`src/rtl/axis_decap_strip.sv`:
```
// axis_decap_strip: removes a tagged encapsulation header from AXI4-Stream
// packets and realigns the payload across beats. Untagged packets are
// forwarded unchanged. A single output register stage drives m_axis_*.
module axis_decap_strip #(
  parameter int          C_AXIS_DATA_WIDTH  = 256,
  parameter int          C_AXIS_TUSER_WIDTH = 128,
  parameter int          HDR_BYTES          = 8,
  parameter logic [15:0] ENCAP_TAG          = 16'h88B5
) (
  input  logic                            axis_aclk,
  input  logic                            reset,
  input  logic [C_AXIS_DATA_WIDTH-1:0]    s_axis_tdata,
  input  logic [C_AXIS_DATA_WIDTH/8-1:0]  s_axis_tkeep,
  input  logic [C_AXIS_TUSER_WIDTH-1:0]   s_axis_tuser,
  input  logic                            s_axis_tvalid,
  input  logic                            s_axis_tlast,
  output logic                            s_axis_tready,
  output logic [C_AXIS_DATA_WIDTH-1:0]    m_axis_tdata,
  output logic [C_AXIS_DATA_WIDTH/8-1:0]  m_axis_tkeep,
  output logic [C_AXIS_TUSER_WIDTH-1:0]   m_axis_tuser,
  output logic                            m_axis_tvalid,
  output logic                            m_axis_tlast,
  input  logic                            m_axis_tready,
  output logic [31:0]                     decap_count,
  output logic [31:0]                     drop_count
);
  localparam int W  = C_AXIS_DATA_WIDTH / 8;
  localparam int H  = HDR_BYTES;
  localparam int UW = C_AXIS_TUSER_WIDTH;
  localparam logic [15:0] H16 = 16'(HDR_BYTES);

  typedef enum logic [1:0] {IDLE, PASS, STRIP, FLUSH} state_t;

  state_t                 state_q, state_d;
  logic [W-H-1:0][7:0]    hold_q, hold_d;    // bytes [W-1:H] of the previous beat
  logic [W-H-1:0]         hkeep_q, hkeep_d;
  logic [UW-1:0]          user_q, user_d;
  logic                   first_q, first_d;  // next STRIP output is the packet's first

  logic [W-1:0][7:0]      cur;
  logic [W-1:0][7:0]      rd;
  logic [W-1:0]           rk;
  logic                   adv, acc, tag_hit;
  logic                   emit, e_last, pass_thru, use_hold, hi_en, inc_decap, inc_drop;
  logic [UW-1:0]          e_user, adj_s, adj_q;

  assign cur           = s_axis_tdata;
  assign adv           = !m_axis_tvalid || m_axis_tready;
  assign s_axis_tready = adv && (state_q != FLUSH);
  assign acc           = s_axis_tvalid && s_axis_tready;
  assign tag_hit       = ({cur[0], cur[1]} == ENCAP_TAG);
  assign adj_s         = {s_axis_tuser[UW-1:16], s_axis_tuser[15:0] - H16};
  assign adj_q         = {user_q[UW-1:16], user_q[15:0] - H16};

  // Byte-lane realignment: low lanes take the shifted-down payload (from the
  // hold register or the current beat), high lanes take the current beat's
  // first H bytes when merging.
  for (genvar i = 0; i < W; i++) begin : g_lane
    if (i < W-H) begin : g_lo
      assign rd[i] = use_hold ? hold_q[i]  : cur[i+H];
      assign rk[i] = use_hold ? hkeep_q[i] : s_axis_tkeep[i+H];
    end else begin : g_hi
      assign rd[i] = hi_en ? cur[i-(W-H)] : 8'h00;
      assign rk[i] = hi_en & s_axis_tkeep[i-(W-H)];
    end
  end

  // Next-state and emit decisions; contiguous tkeep means n > H iff tkeep[H].
  always_comb begin
    state_d   = state_q;
    hold_d    = hold_q;
    hkeep_d   = hkeep_q;
    user_d    = user_q;
    first_d   = first_q;
    emit      = 1'b0;
    e_last    = 1'b0;
    e_user    = '0;
    pass_thru = 1'b0;
    use_hold  = 1'b0;
    hi_en     = 1'b0;
    inc_decap = 1'b0;
    inc_drop  = 1'b0;
    unique case (state_q)
      IDLE: if (acc) begin
        user_d = s_axis_tuser;
        if (!tag_hit) begin
          emit = 1'b1; pass_thru = 1'b1; e_last = s_axis_tlast;
          if (!s_axis_tlast) state_d = PASS;
        end else if (s_axis_tlast) begin
          if (!s_axis_tkeep[H]) inc_drop = 1'b1;
          else begin
            emit = 1'b1; e_last = 1'b1; e_user = adj_s; inc_decap = 1'b1;
          end
        end else begin
          hold_d  = cur[W-1:H];
          hkeep_d = s_axis_tkeep[W-1:H];
          first_d = 1'b1;
          state_d = STRIP;
        end
      end
      PASS: if (acc) begin
        emit = 1'b1; pass_thru = 1'b1; e_last = s_axis_tlast;
        if (s_axis_tlast) state_d = IDLE;
      end
      STRIP: if (acc) begin
        emit     = 1'b1;
        use_hold = 1'b1;
        hi_en    = 1'b1;
        e_user   = first_q ? adj_q : '0;
        first_d  = 1'b0;
        hold_d   = cur[W-1:H];
        hkeep_d  = s_axis_tkeep[W-1:H];
        if (s_axis_tlast) begin
          if (!s_axis_tkeep[H]) begin
            e_last = 1'b1; inc_decap = 1'b1; state_d = IDLE;
          end else begin
            state_d = FLUSH;
          end
        end
      end
      FLUSH: if (adv) begin
        emit = 1'b1; use_hold = 1'b1; e_last = 1'b1; inc_decap = 1'b1;
        state_d = IDLE;
      end
    endcase
  end

  // State and packet context registers.
  always_ff @(posedge axis_aclk or posedge reset) begin
    if (reset) begin
      state_q <= IDLE;
      hold_q  <= '0;
      hkeep_q <= '0;
      user_q  <= '0;
      first_q <= 1'b0;
    end else begin
      state_q <= state_d;
      hold_q  <= hold_d;
      hkeep_q <= hkeep_d;
      user_q  <= user_d;
      first_q <= first_d;
    end
  end

  // Output register: loads whenever it is free or being drained.
  always_ff @(posedge axis_aclk or posedge reset) begin
    if (reset) begin
      m_axis_tvalid <= 1'b0;
      m_axis_tlast  <= 1'b0;
      m_axis_tdata  <= '0;
      m_axis_tkeep  <= '0;
      m_axis_tuser  <= '0;
    end else if (adv) begin
      m_axis_tvalid <= emit;
      if (emit) begin
        m_axis_tlast <= e_last;
        m_axis_tdata <= pass_thru ? s_axis_tdata : rd;
        m_axis_tkeep <= pass_thru ? s_axis_tkeep : rk;
        m_axis_tuser <= pass_thru ? s_axis_tuser : e_user;
      end
    end
  end

  // Packet counters, free-running with wrap.
  always_ff @(posedge axis_aclk or posedge reset) begin
    if (reset) begin
      decap_count <= '0;
      drop_count  <= '0;
    end else begin
      if (inc_decap) decap_count <= decap_count + 32'd1;
      if (inc_drop)  drop_count  <= drop_count + 32'd1;
    end
  end
endmodule

```
`config.mk`:
```
export PLATFORM = sky130hd
export DESIGN_NAME = axis_decap_strip
export DESIGN_NICKNAME = d
export VERILOG_FILES = /design/src/rtl/axis_decap_strip.sv
export SDC_FILE = /design/constraint.sdc
export NUM_CORES = 2
export LEC_CHECK = 0
export CORE_AREA = 2 2 352 354
export CTS_BUF_LIST = sky130_fd_sc_hd__clkbuf_4 sky130_fd_sc_hd__clkbuf_8
export DETAILED_ROUTE_END_ITERATION = 10
export DIE_AREA = 0 0 354 356
export GPL_TIMING_DRIVEN = 1
export PLACE_DENSITY = 0.63
export SYNTH_ARGS = -nofsm -noshare
export SYNTH_HDL_FRONTEND = slang
export SYNTH_SLANG_ARGS = --single-unit
```
`constraint.sdc`:
```
create_clock -name axis_aclk -period 33.7 [get_ports axis_aclk]
set_input_delay 5.055 -clock axis_aclk [delete_from_list [all_inputs] [get_ports axis_aclk]]
set_output_delay 5.055 -clock axis_aclk [all_outputs]
set_load 0.02 [all_outputs]
```
Word level (Yosys, flattened, before mapping)
Index checks and enable logic that the tools add are counted.
Cells by class
  reduce and logical (&&, ||, !) cells: 11
  $add $sub $neg: 4
  shifts and indexed selects: 0
  muxes and demuxes: 117
  equality and inequality tests: 13
  order comparisons: 0
  bitwise gates (word level): 8
  multipliers: 0
  div/mod/pow operators: 0
Operator list (count)
  128-bit 2-to-1 mux: 7
  192-bit 2-to-1 mux: 4
  192-bit case mux with 2 select lines: 1
  256-bit 2-to-1 mux: 1
  8-bit 2-to-1 mux: 32
  128-bit case mux with 2 select lines: 1
  24-bit 2-to-1 mux: 4
  32-bit by 1-bit adder with 32-bit output, second input constant: 2
  1-bit 2-to-1 mux: 48
  24-bit case mux with 2 select lines: 1
  32-bit 2-to-1 mux: 1
  16-bit by 4-bit subtractor with 16-bit output, second input constant: 2
  2-bit 2-to-1 mux: 10
  2-bit inequality test, second input constant: 9
  16-bit == test, second input constant: 1
  1-bit AND: 8
  2-bit case mux with 4 select lines: 1
  7-bit AND reduction: 1
  1-bit case mux with 2 select lines: 3
  1-bit case mux with 3 select lines: 2
  5-bit AND reduction: 1
  2-bit == test, second input constant: 2
  1-bit case mux with 4 select lines: 1
  2-bit AND reduction: 2
  7 further kinds: 8
Word-level totals
  flip-flop bits (word level): 829
  output and inout bits: 483
  input port bits: 421
  memories: 0
  bits in read-only memories: 0
  bits in writable memories: 0
  bits in latches: 0
  word-level logic and storage cells: 188

Longest topological paths before layout
  depth in word-level cells: 8
  depth in mapped cells: 14
  mapped depth without buffers: 8

Worst setup path before layout
OpenSTA, ideal clock, no wires.
  path type: input port to output port
  from: input m_axis_tready
  to: output s_axis_tready
  data required time: 28.645 ns
  setup slack: 23.179 ns
  buffers on the path: 0
  stages on the path: 2
  data arrival time: 5.466 ns
  path through: nor2b_1 -> nor2_1
Between the ends
  word-level cells in the longest chain between the ends: 2
RTL lines
  start, declared: line 23  | input logic m_axis_tready,
  1-bit logical OR: line 48  | assign adv = !m_axis_tvalid || m_axis_tready;
  1-bit logical AND: line 49  | assign s_axis_tready = adv && (state_q != FLUSH);
  end, declared: line 17  | output logic s_axis_tready,
No other way between the ends.

Final worst setup path
Same ends and word-level chain as after synthesis.

==> impl_metrics.ini <==
[run_status]
status = finished, final reports clean

[critical_path]
cp_slowest_cell = nor2b_1
worstPathMaxFanout = 5
cp_data_required_time_ns = 28.64
cp_cell_sequence = clkdlybuf4s50_1 > nor2b_1 > nor2_1 > clkdlybuf4s50_1
path_common_cell = clkdlybuf4s50_1
cp.arrival_ns = 6.80
start_kind = input port
ff2ff_setup_slack_ns = 27.84
critPathCaptureType = output port
cpPeakStageDelay_ns = 0.65
worstSetupPathType = input port to output port
r2r_cells = 13

[clock_tree]
post_cts_buffers = 0
cts-root-buf = clkbuf_8
clock_latency_ns = 0.87
htreeDepth = 4
cts_buffers = 149
clk_pin_slew_ns = 0.05
clock_sinks = 829
clock_path_buffers = 3
cts_resized = 0
cts_hold_buf = 0
cts_tree = yes

[grt]
grt_max_degree = 191
grt_pass1_wl_um = 195000
grtUsageTotal = 0.2027
grt_use_met2 = 0.3301
grt_overflow = 0
grt_pass1_vias = 30470
grt_busiest_layer = met2
gr-usage-met1 = 0.2477
antenna_found_initial = 26
use_met3 = 0.06166

[pwr]
vdd_ir_drop_max_uv = 78.10
powerDensity_nw_per_um2 = 98.64
power.switching_uw = 2024
pwr-share-seq = 0.333
power_frac_comb = 0.464
internal-power_uw = 2986
clockPowerShare = 0.203
power.static_leakage_uw = 0.02398
switching_share = 0.4040

[placement]
dpl.hpwl_um = 91770
io_buffers = 903
place.gp.congestion = 0.9049

[worst_hold_path]
hp-class = register to register
hold_depth = 1

[drt]
antenna_left = 0
first_pass_iters = 5
drt_iter0_drc = 2046
drc = 0
wl_per_cell_um = 21.16
routed_wirelength_um = 130900
vias = 30540
drt-vias-per-instance = 4.936

[cells_and_area]
area_delta_synth_final_pct = 36.86
fin_util = 0.4141
finalNetCount = 4852
drive_gt1_frac = 0.1176

[synth]
synth_warnings = 0
synth-seq-cells = 829
ys_async_sr_fraction = 1.000
ys_top_cells_by_area = dfrtp_1 (56%), mux2_2 (6.6%), nand2_1 (6.4%)
ys_types = 50
syn-cell-area_um2 = 37110
yosys.area.top_type = dfrtp_1
syn_inst = 3591
ys_seq_area_frac = 0.5590
synth_nets = 4020
synth_ff_type = dfrtp_1
synth-edff-count = 0
syn_avg_cell_area_um2 = 10.34
yosysTopAreaCellShare = 0.5590

[sta]
drv_slew = 0
clock_skew_ns = 0.06821
hold_viol_final = 0
tns_ns = 0
timing.final.crit_share = 0.3517
rsz0062_at_grt = no
worst_slew_pin_slew_ns = 1.150
max_slew_margin = 0.2334
clock.fmax_mhz = 84.37
min_period_ns = 11.85
final-setup-viol-count = 0

[run]
maxCapViolCount = 0

[floorplanning]
start_util = 0.3025
io_pins = 904
core_um2 = 122700
die_w_um = 354
fp.dieH_um = 356
die-area_um2 = 126000
rows = 129
## power by group through the flow
stage | Clock, uW | Combinational, uW | Sequential [uW]
floorplan | 0 | 1180 | 1910
global placement | 0 | 2310 | 1660
detailed placement | 0 | 2340 | 1680
CTS | 1050 | 2350 | 1670
global route | 1090 | 2540 | 1720
finish | 1020 | 2320 | 1670
## Yosys cell counts, drive strengths merged (84+ instances only)
cell type / instances
clkbuf: 173
dfrtp: 829
nor2: 413
buf: 86
nand2: 632
a22o: 115
a221oi: 84
a21o: 116
mux2: 218
o21ai: 231
mux2i: 216
a21oi: 224
## layout make-up
cell class,instances,area [um^2]
Fill cell,11920,71880
Sequential cell,829,20740
Multi-Input combinational cell,2488,15310
Timing Repair Buffer,940,9392
Clock buffer,229,2864
Tap cell,1637,2048
Clock inverter,32,326.6
Inverter,15,63.81
Antenna cell,18,45.04
## path summary, 6_finish.rpt
kind,startpoint,end
hold reg to reg,user_q[66],m_axis_tuser[66]
min in group asynchronous,reset,m_axis_tdata[134]
setup / recovery,m_axis_tready,s_axis_tready
max in group asynchronous,reset,user_q[66]
setup reg to reg,state_q[0],m_axis_tdata[44]
hold / removal,user_q[66],m_axis_tuser[66]
## through the flow
| step | hold slack [ns] | setup slack (ns) | total power (uW) | instance area, um^2 | instances |
|---|---|---|---|---|---|
| after floorplan | 0.4464 | 5.357 | 3094 | 37110 | 3591 |
| after global placement | 0.4531 | 21.89 | 3978 | 47560 | 5909 |
| after global routing | 0.4696 | 21.75 | 5350 | 50790 | 6187 |
| final | 0.4570 | 21.85 | 5010 | 50790 | 6188 |
| after CTS | 0.4608 | 21.88 | 5069 | 50750 | 6170 |
| after detailed placement | 0.4592 | 21.90 | 4023 | 47560 | 5909 |
## cell usage in the layout, fill, tap and decap left out, types with 28 or more instances in the layout
master,instances
nand3_1,32
buf_4,31
mux2i_1,216
clkbuf_8,183
clkdlybuf4s50_1,903
o21ai_0,229
nor2_1,413
clkbuf_4,46
xnor2_1,53
xor2_1,28
a21oi_1,224
a221oi_1,84
a22o_1,115
nand2_1,632
dfrtp_1,829
a21o_1,115
mux2_2,218
## cells by family (layout without fill, tap and decap cells)
| kind of cell | Yosys count | after routing | share of synthesized area |
|---|---|---|---|
| simple gates | 1174 | 1174 | 0.1281 |
| flops | 829 | 829 | 0.5590 |
| compound gates | 791 | 791 | 0.1359 |
| mux | 434 | 434 | 0.1244 |
| buf+inv | 274 | 1216 | 0.03075 |
| xor+xnor | 81 | 81 | 0.01912 |
| fa+ha+maj | 8 | 8 | 0.002697 |
| other cells | 0 | 18 | 0 |
## flip-flops by register name, indices dropped and copies added, names as in the netlist
name / flops
state_q: 2
m_axis_tlast: 1
hkeep_q: 24
decap_count: 32
drop_count: 32
m_axis_tvalid: 1
hold_q: 192
m_axis_tdata: 256
user_q: 128
m_axis_tkeep: 32
m_axis_tuser: 128
first_q: 1
## critical path, delay by kind of cell
family / cells / cell delay, ns
and+or+nand+nor: 2 / 0.75
buffers and inverters: 2 / 1.00
## layer usage
layer	part of all wire	vias up	routed length [um]
met2	0.48	1014	63370
met1	0.41	15110	53170
met4	0.038	10	5017
met5	0.00057	-	75
met3	0.071	263	9283
li1	-	14150	-
Power figures use the tool's default switching activity.
